[config.mk]
export PLATFORM = sky130hd
export DESIGN_NAME = tt_cdc_fifo
export DESIGN_NICKNAME = d
export VERILOG_FILES = /design/src/rtl/tt_cdc_fifo.sv
export SDC_FILE = /design/constraint.sdc
export NUM_CORES = 1
export LEC_CHECK = 0
export CAP_MARGIN = 20
export CELL_PAD_IN_SITES_DETAIL_PLACEMENT = 1
export CELL_PAD_IN_SITES_GLOBAL_PLACEMENT = 1
export CORE_MARGIN = 1
export CORE_UTILIZATION = 30
export CTS_CLUSTER_DIAMETER = 30
export DETAILED_ROUTE_END_ITERATION = 10
export GPL_ROUTABILITY_DRIVEN = 0
export GPL_TIMING_DRIVEN = 0
export HOLD_SLACK_MARGIN = 0.12
export PLACE_DENSITY_LB_ADDON = 0.1
export SLEW_MARGIN = 0
export SYNTH_ARGS = -nofsm -noshare
export SYNTH_HDL_FRONTEND = slang
export SYNTH_SLANG_ARGS = --single-unit
[constraint.sdc]
create_clock -name clk -period 6 [get_ports clk]
set_clock_uncertainty 0.1 [all_clocks]
set_input_delay 1.5 -clock clk [delete_from_list [all_inputs] [get_ports clk]]
set_output_delay 1.5 -clock clk [all_outputs]
set_load 0.02 [all_outputs]
[src/rtl/tt_cdc_fifo.sv]
`default_nettype none
// ============================================================================
// Module   : tt_cdc_fifo
// Purpose  : FIFO (DEPTH x DATA_W) in a TinyTapeout-style shell. Write and
//            read requests arrive as asynchronous levels. Each one is
//            synchronized and turned into a one-cycle pulse on its rising edge.
// Ports    : clk      - system clock, rising edge
//            rst_n    - asynchronous reset, ACTIVE-HIGH (the _n is historical)
//            ena      - pulse enable; synchronizers keep running when low
//            ui_in    - write data
//            uio_in   - [0] wr_req, [1] rd_req (async levels), [7:2] unused
//            uo_out   - last popped word (registered)
//            uio_out  - [2] full [3] empty [4] overflow [5] underflow
//                       [6] almost_full [7] almost_empty, [1:0] = 0
//            uio_oe   - constant 8'b1111_1100
// Revision : 1.0 - initial release
// ============================================================================
module tt_cdc_fifo #(
  parameter int unsigned DATA_W      = 8,
  parameter int unsigned DEPTH       = 8,  // power of 2
  parameter int unsigned SYNC_STAGES = 2   // must be >= 2
) (
  input  logic              clk,
  input  logic              rst_n,
  input  logic              ena,
  input  logic [DATA_W-1:0] ui_in,
  input  logic [7:0]        uio_in,
  output logic [DATA_W-1:0] uo_out,
  output logic [7:0]        uio_out,
  output logic [7:0]        uio_oe
);

  localparam int unsigned c_PTR_W = $clog2(DEPTH);
  localparam int unsigned c_CNT_W = c_PTR_W + 1;
  localparam logic [c_CNT_W-1:0] c_FULL_CNT = c_CNT_W'(DEPTH);
  localparam logic [c_CNT_W-1:0] c_AF_CNT   = c_CNT_W'(DEPTH - 1);

  // Index 0 = write request, index 1 = read request.
  logic [1:0] w_pulse;

  for (genvar g = 0; g < 2; g++) begin : g_req
    logic [SYNC_STAGES-1:0] r_sync;
    logic                   r_edge;

    always_ff @(posedge clk or posedge rst_n) begin
      if (rst_n) begin
        r_sync <= '0;
        r_edge <= 1'b0;
      end else begin
        r_sync <= {r_sync[SYNC_STAGES-2:0], uio_in[g]};
        r_edge <= r_sync[SYNC_STAGES-1];
      end
    end

    // A long high level gives exactly one pulse. While ena is low the pulse
    // is masked, but the edge flop still advances, so the request is lost.
    assign w_pulse[g] = r_sync[SYNC_STAGES-1] & ~r_edge & ena;
  end

  logic [c_PTR_W-1:0] r_wr_ptr;
  logic [c_PTR_W-1:0] r_rd_ptr;
  logic [c_CNT_W-1:0] r_count;
  logic [DATA_W-1:0]  r_rdata;
  logic               r_overflow;
  logic               r_underflow;
  logic [DATA_W-1:0]  r_mem [DEPTH];

  logic w_full;
  logic w_empty;
  logic w_do_pop;
  logic w_do_push;

  assign w_full  = (r_count == c_FULL_CNT);
  assign w_empty = (r_count == '0);

  // A pop on an empty FIFO is ignored, even when a push happens in the same
  // cycle (no fall-through). A push into a full FIFO succeeds only if a pop
  // frees the slot in the same cycle.
  assign w_do_pop  = w_pulse[1] & ~w_empty;
  assign w_do_push = w_pulse[0] & (~w_full | w_do_pop);

  always_ff @(posedge clk or posedge rst_n) begin
    if (rst_n) begin
      r_wr_ptr    <= '0;
      r_rd_ptr    <= '0;
      r_count     <= '0;
      r_rdata     <= '0;
      r_overflow  <= 1'b0;
      r_underflow <= 1'b0;
    end else begin
      if (w_do_push) begin
        r_wr_ptr <= r_wr_ptr + 1'b1;
      end
      if (w_do_pop) begin
        r_rd_ptr <= r_rd_ptr + 1'b1;
        // When full, rd_ptr == wr_ptr. This reads the old word while the
        // new word is written to the same slot.
        r_rdata  <= r_mem[r_rd_ptr];
      end
      if (w_do_push && !w_do_pop) begin
        r_count <= r_count + 1'b1;
      end else if (w_do_pop && !w_do_push) begin
        r_count <= r_count - 1'b1;
      end
      if (w_pulse[0] && !w_do_push) begin
        r_overflow <= 1'b1;
      end
      if (w_pulse[1] && w_empty) begin
        r_underflow <= 1'b1;
      end
    end
  end

  // Storage has no reset; its contents are don't-care until written.
  always_ff @(posedge clk) begin
    if (w_do_push) begin
      r_mem[r_wr_ptr] <= ui_in;
    end
  end

  assign uo_out  = r_rdata;
  assign uio_out = {(r_count <= c_CNT_W'(1)),
                    (r_count >= c_AF_CNT),
                    r_underflow,
                    r_overflow,
                    w_empty,
                    w_full,
                    2'b00};
  assign uio_oe  = 8'b1111_1100;

  logic w_unused_ok;
  assign w_unused_ok = &{1'b0, uio_in[7:2]};

endmodule
`default_nettype wire

==> metrics.yaml <==
die:
  initial_core_util_pct: 31.0
  io_pins: 43
  die_area_um2: 12900
  die_y_um: 114
  dieWidth_um: 114
  rows: 40
  core_um2: 12100
cells_and_area:
  antenna_cells: 0
  drive_above_1_share_pct: 22.1
  finalNonFillerCells: 458
  multi_input_area_um2: 1030
  nFillCells: 1234
  seqCellArea_um2: 2570
  area_delta_synth_final_pct: 23.2
  fin_nets: 311
grt:
  grt_max_degree: 16
  grt_pass1_vias: 2086
  antenna_found_initial: 0
  grt_pass1_wl_mm: 12.5
  grt.total_usage_pct: 13.9
  grt_overflow: 0
pwr:
  power_density_nw_per_um2: 451
  total_power_w: 0.00207
  seq_power_share_pct: 40.2
  p_int_w: 0.00141
  combPwrFrac_pct: 31.8
  p_clk_share_pct: 28.0
  p_leak_nw: 1.70
  irDropWorstVdd_mv: 0.212
  swShare_pct: 32.2
  switchingPower_w: 0.000667
synth:
  ys_ff_latch: 90
  syn_inst: 238
  synth_compound_area_share_pct: 7.57
  syn_avg_cell_area_um2: 15.7
  yosys_warnings: 0
  yosys.area_share.adder_pct: 2.35
  synth-simple-area-share_pct: 4.22
  synth_area_um2: 3730
  synth_mux_area_share_pct: 9.99
  ys_seq_area_share_pct: 68.9
  synth_cell_types: 35
  synth_top_family_by_area: "multiplexers"
  yosys.area_share.xor_xnor_pct: 1.88
worst_setup_path:
  path_max_fanout: 10
  critical_path_class: "reg -> out"
  cp.required_ns: 4.40
  worstPathArrival_ns: 2.70
  cp_top_family: "buffers and inverters"
  r2r_slack_ns: 3.31
  timing.critical_path.buf_inv: 4
  cpMaxStageDelayCell: "clkdlybuf4s50_1"
  rr_startpoint: "r_count[0]"
  max_stage_delay_ns: 0.59
  crit_path_end_kind: "primary output"
  cp-start-kind: "flip-flop"
  reg2reg_to: "r_count[3]"
  rr_worst_depth: 9
  path_cells: "inv_1 > ha_1 > nor3b_1 > clkbuf_1 > buf_4 > clkdlybuf4s50_1"
clock_tree:
  cts_root_buf: "clkbuf_16"
  htreeDepth: 3
  cts_made_buffers: 9
  hold_buffers: 0
  clk_pin_slew_ns: 0.07
  clk_path_buf_depth: 2
  postCtsSetupBuffers: 0
  worstSkewPairLatency_ns: 0.34
  post_cts_resized: 0
  cts.sinks: 90
  tritoncts: "built"
routing:
  drt-total-wl_mm: 8.03
  drt_pass1_iterations: 4
  antenna_left: 0
  drtIter0Drc: 76
  vias_per_cell: 4.40
  drcViolationCount: 0
  wl_per_cell_um: 17.5
  vias: 2017
placement:
  io_buffers: 26
  place_ws_ns: 1.96
  place_inst: 442
  hpwl_mm: 5.22
timing:
  slew_headroom_pct: 33.3
  drv_slew: 0
  timing.final.crit_share_pct: 71.7
  rsz0062_at_grt: "no"
  max_freq_mhz: 233
  setup_ws_ns: 1.70
  timing.hold.ws_ns: 0.246
  finalHoldViolCount: 0
  setup_tns_ns: 0
  period_needed_ns: 4.30
  setup_viol: 0
  worst_slew_pin_slew_ns: 0.997
hold_path:
  hold_class: "reg -> reg"
  holdPathEnd: "g_req[0].r_sync[1]"
  hold_depth: 0
  hold_start: "g_req[0].r_sync[0]"
status:
  outcome: "finished, final reports clean"
job:
  cap_violations: 0
==> per-layer routing <==
| metal | vias to the layer above | GRT usage, % | wire, um |
|---|---|---|---|
| met5 | - | 0 | 0 |
| li1 | 974 | - | - |
| met2 | 30 | 21.8 | 3810 |
| met4 | 0 | 7.37 | 159 |
| met3 | 10 | 2.23 | 197 |
| met1 | 1003 | 18.5 | 3860 |
==> how the worst max path moves through the flow <==
stage                     slack [ns]  cells after the start           to        from
after global routing            1.52                      6   uio_out[3]  r_count[0]
after detailed placement        1.96                      9   r_count[3]         ena
final                           1.70                      6   uio_out[3]  r_count[0]
after global placement          1.31                      5  r_mem[0][1]         ena
after CTS                       1.67                      6   uio_out[3]  r_count[0]
after floorplan                 2.70                      8   r_count[3]         ena
==> placed cells by master (no fill, tap or decap), types with 3 or more instances in the layout <==
master and instances:
edfxtp_1 64, dfrtp_1 26, clkdlybuf4s50_1 26, mux2_2 18, mux2i_1 17, buf_4 17, conb_1 10, o21ai_0 9
clkbuf_16 9, o22ai_1 8, a22o_1 8, o31ai_1 8, ha_1 7, nor2_1 6, inv_1 5, xor2_1 4
nand2b_1 4, xnor2_1 4, nor3_2 4, clkbuf_1 3, nand2_1 3
==> state kept, by name (all words and copies together) (netlist names) <==
name and cells:
r_mem 64, uo_out 8, g_req.r_sync 4, r_count 4, r_rd_ptr 3, r_wr_ptr 3
g_req.r_edge 2, r_overflow 1, r_underflow 1
==> Yosys cell counts, drive strengths merged <==
master	instances	area, um^2
mux2i	17	170
clkbuf	2	7.51
a22o	8	70.1
edfxtp	64	1920
nor2b	1	6.26
o31ai	8	60.1
nor4	1	6.26
o22ai	8	50.1
ha	7	87.6
or4	1	7.51
o211ai	2	15.0
nand2	3	11.3
nor2	6	22.5
mux2	18	203
nand2b	4	25.0
and3b	2	17.5
a21oi	1	8.76
xnor2	4	35.0
a21o	2	16.3
inv	5	18.8
o21ai	10	53.8
xor2	4	35.0
nor3	5	25.0
nor3b	2	15.0
dfrtp	26	651
buf	21	156
a31o	1	8.76
nand4	1	6.26
nand3b	2	15.0
conb	2	7.51
==> cell type report <==
class	count	area share, %
flip-flops and latches	90	55.9
multi-input cells	128	22.5
repair buffers	28	6.42
clock buffers	11	5.28
well taps	168	4.57
plain buffers	23	3.56
clock inverters	5	1.36
inverters	5	0.408
==> through the flow <==
| step | area, um^2 | utilization [%] |
|---|---|---|
| global route | 4600 | 38.1 |
| CTS | 4600 | 38.1 |
| floorplan | 3760 | - |
| detailed placement | 4300 | 35.6 |
| global placement | 4230 | 35.1 |
| finish | 4600 | 38.1 |
==> power by group through the flow <==
stage | registers, W | logic [W] | clock network (W)
5_1_grt | 0.000850 | 0.000723 | 0.000617
3_3_place_gp | 0.000841 | 0.000658 | 0
2_1_floorplan | 0.000855 | 0.000412 | 0
3_5_place_dp | 0.000849 | 0.000671 | 0
4_1_cts | 0.000837 | 0.000673 | 0.000594
6_report | 0.000834 | 0.000659 | 0.000580
==> logic make-up (layout without fill, tap and decap cells) <==
family / Yosys count / in the layout
other: 2 / 10
adder cells (fa/ha/maj): 7 / 7
buffers and inverters: 28 / 72
XOR/XNOR: 8 / 8
multiplexers: 35 / 35
AND/OR/NAND/NOR: 28 / 28
flip-flops: 90 / 90
AO/OA/AOI/OAI: 40 / 40
==> worst reg2reg max path: stages, from the launching register on <==
cell	delay, ns
dfrtp_1	0.45
inv_1	0.11
ha_1	0.17
nand3b_1	0.19
o21ai_2	0.44
inv_1	0.09
ha_1	0.25
or4_1	0.50
a21oi_2	0.16
xor2_1	0.15
Power figures use the tool's default switching activity.
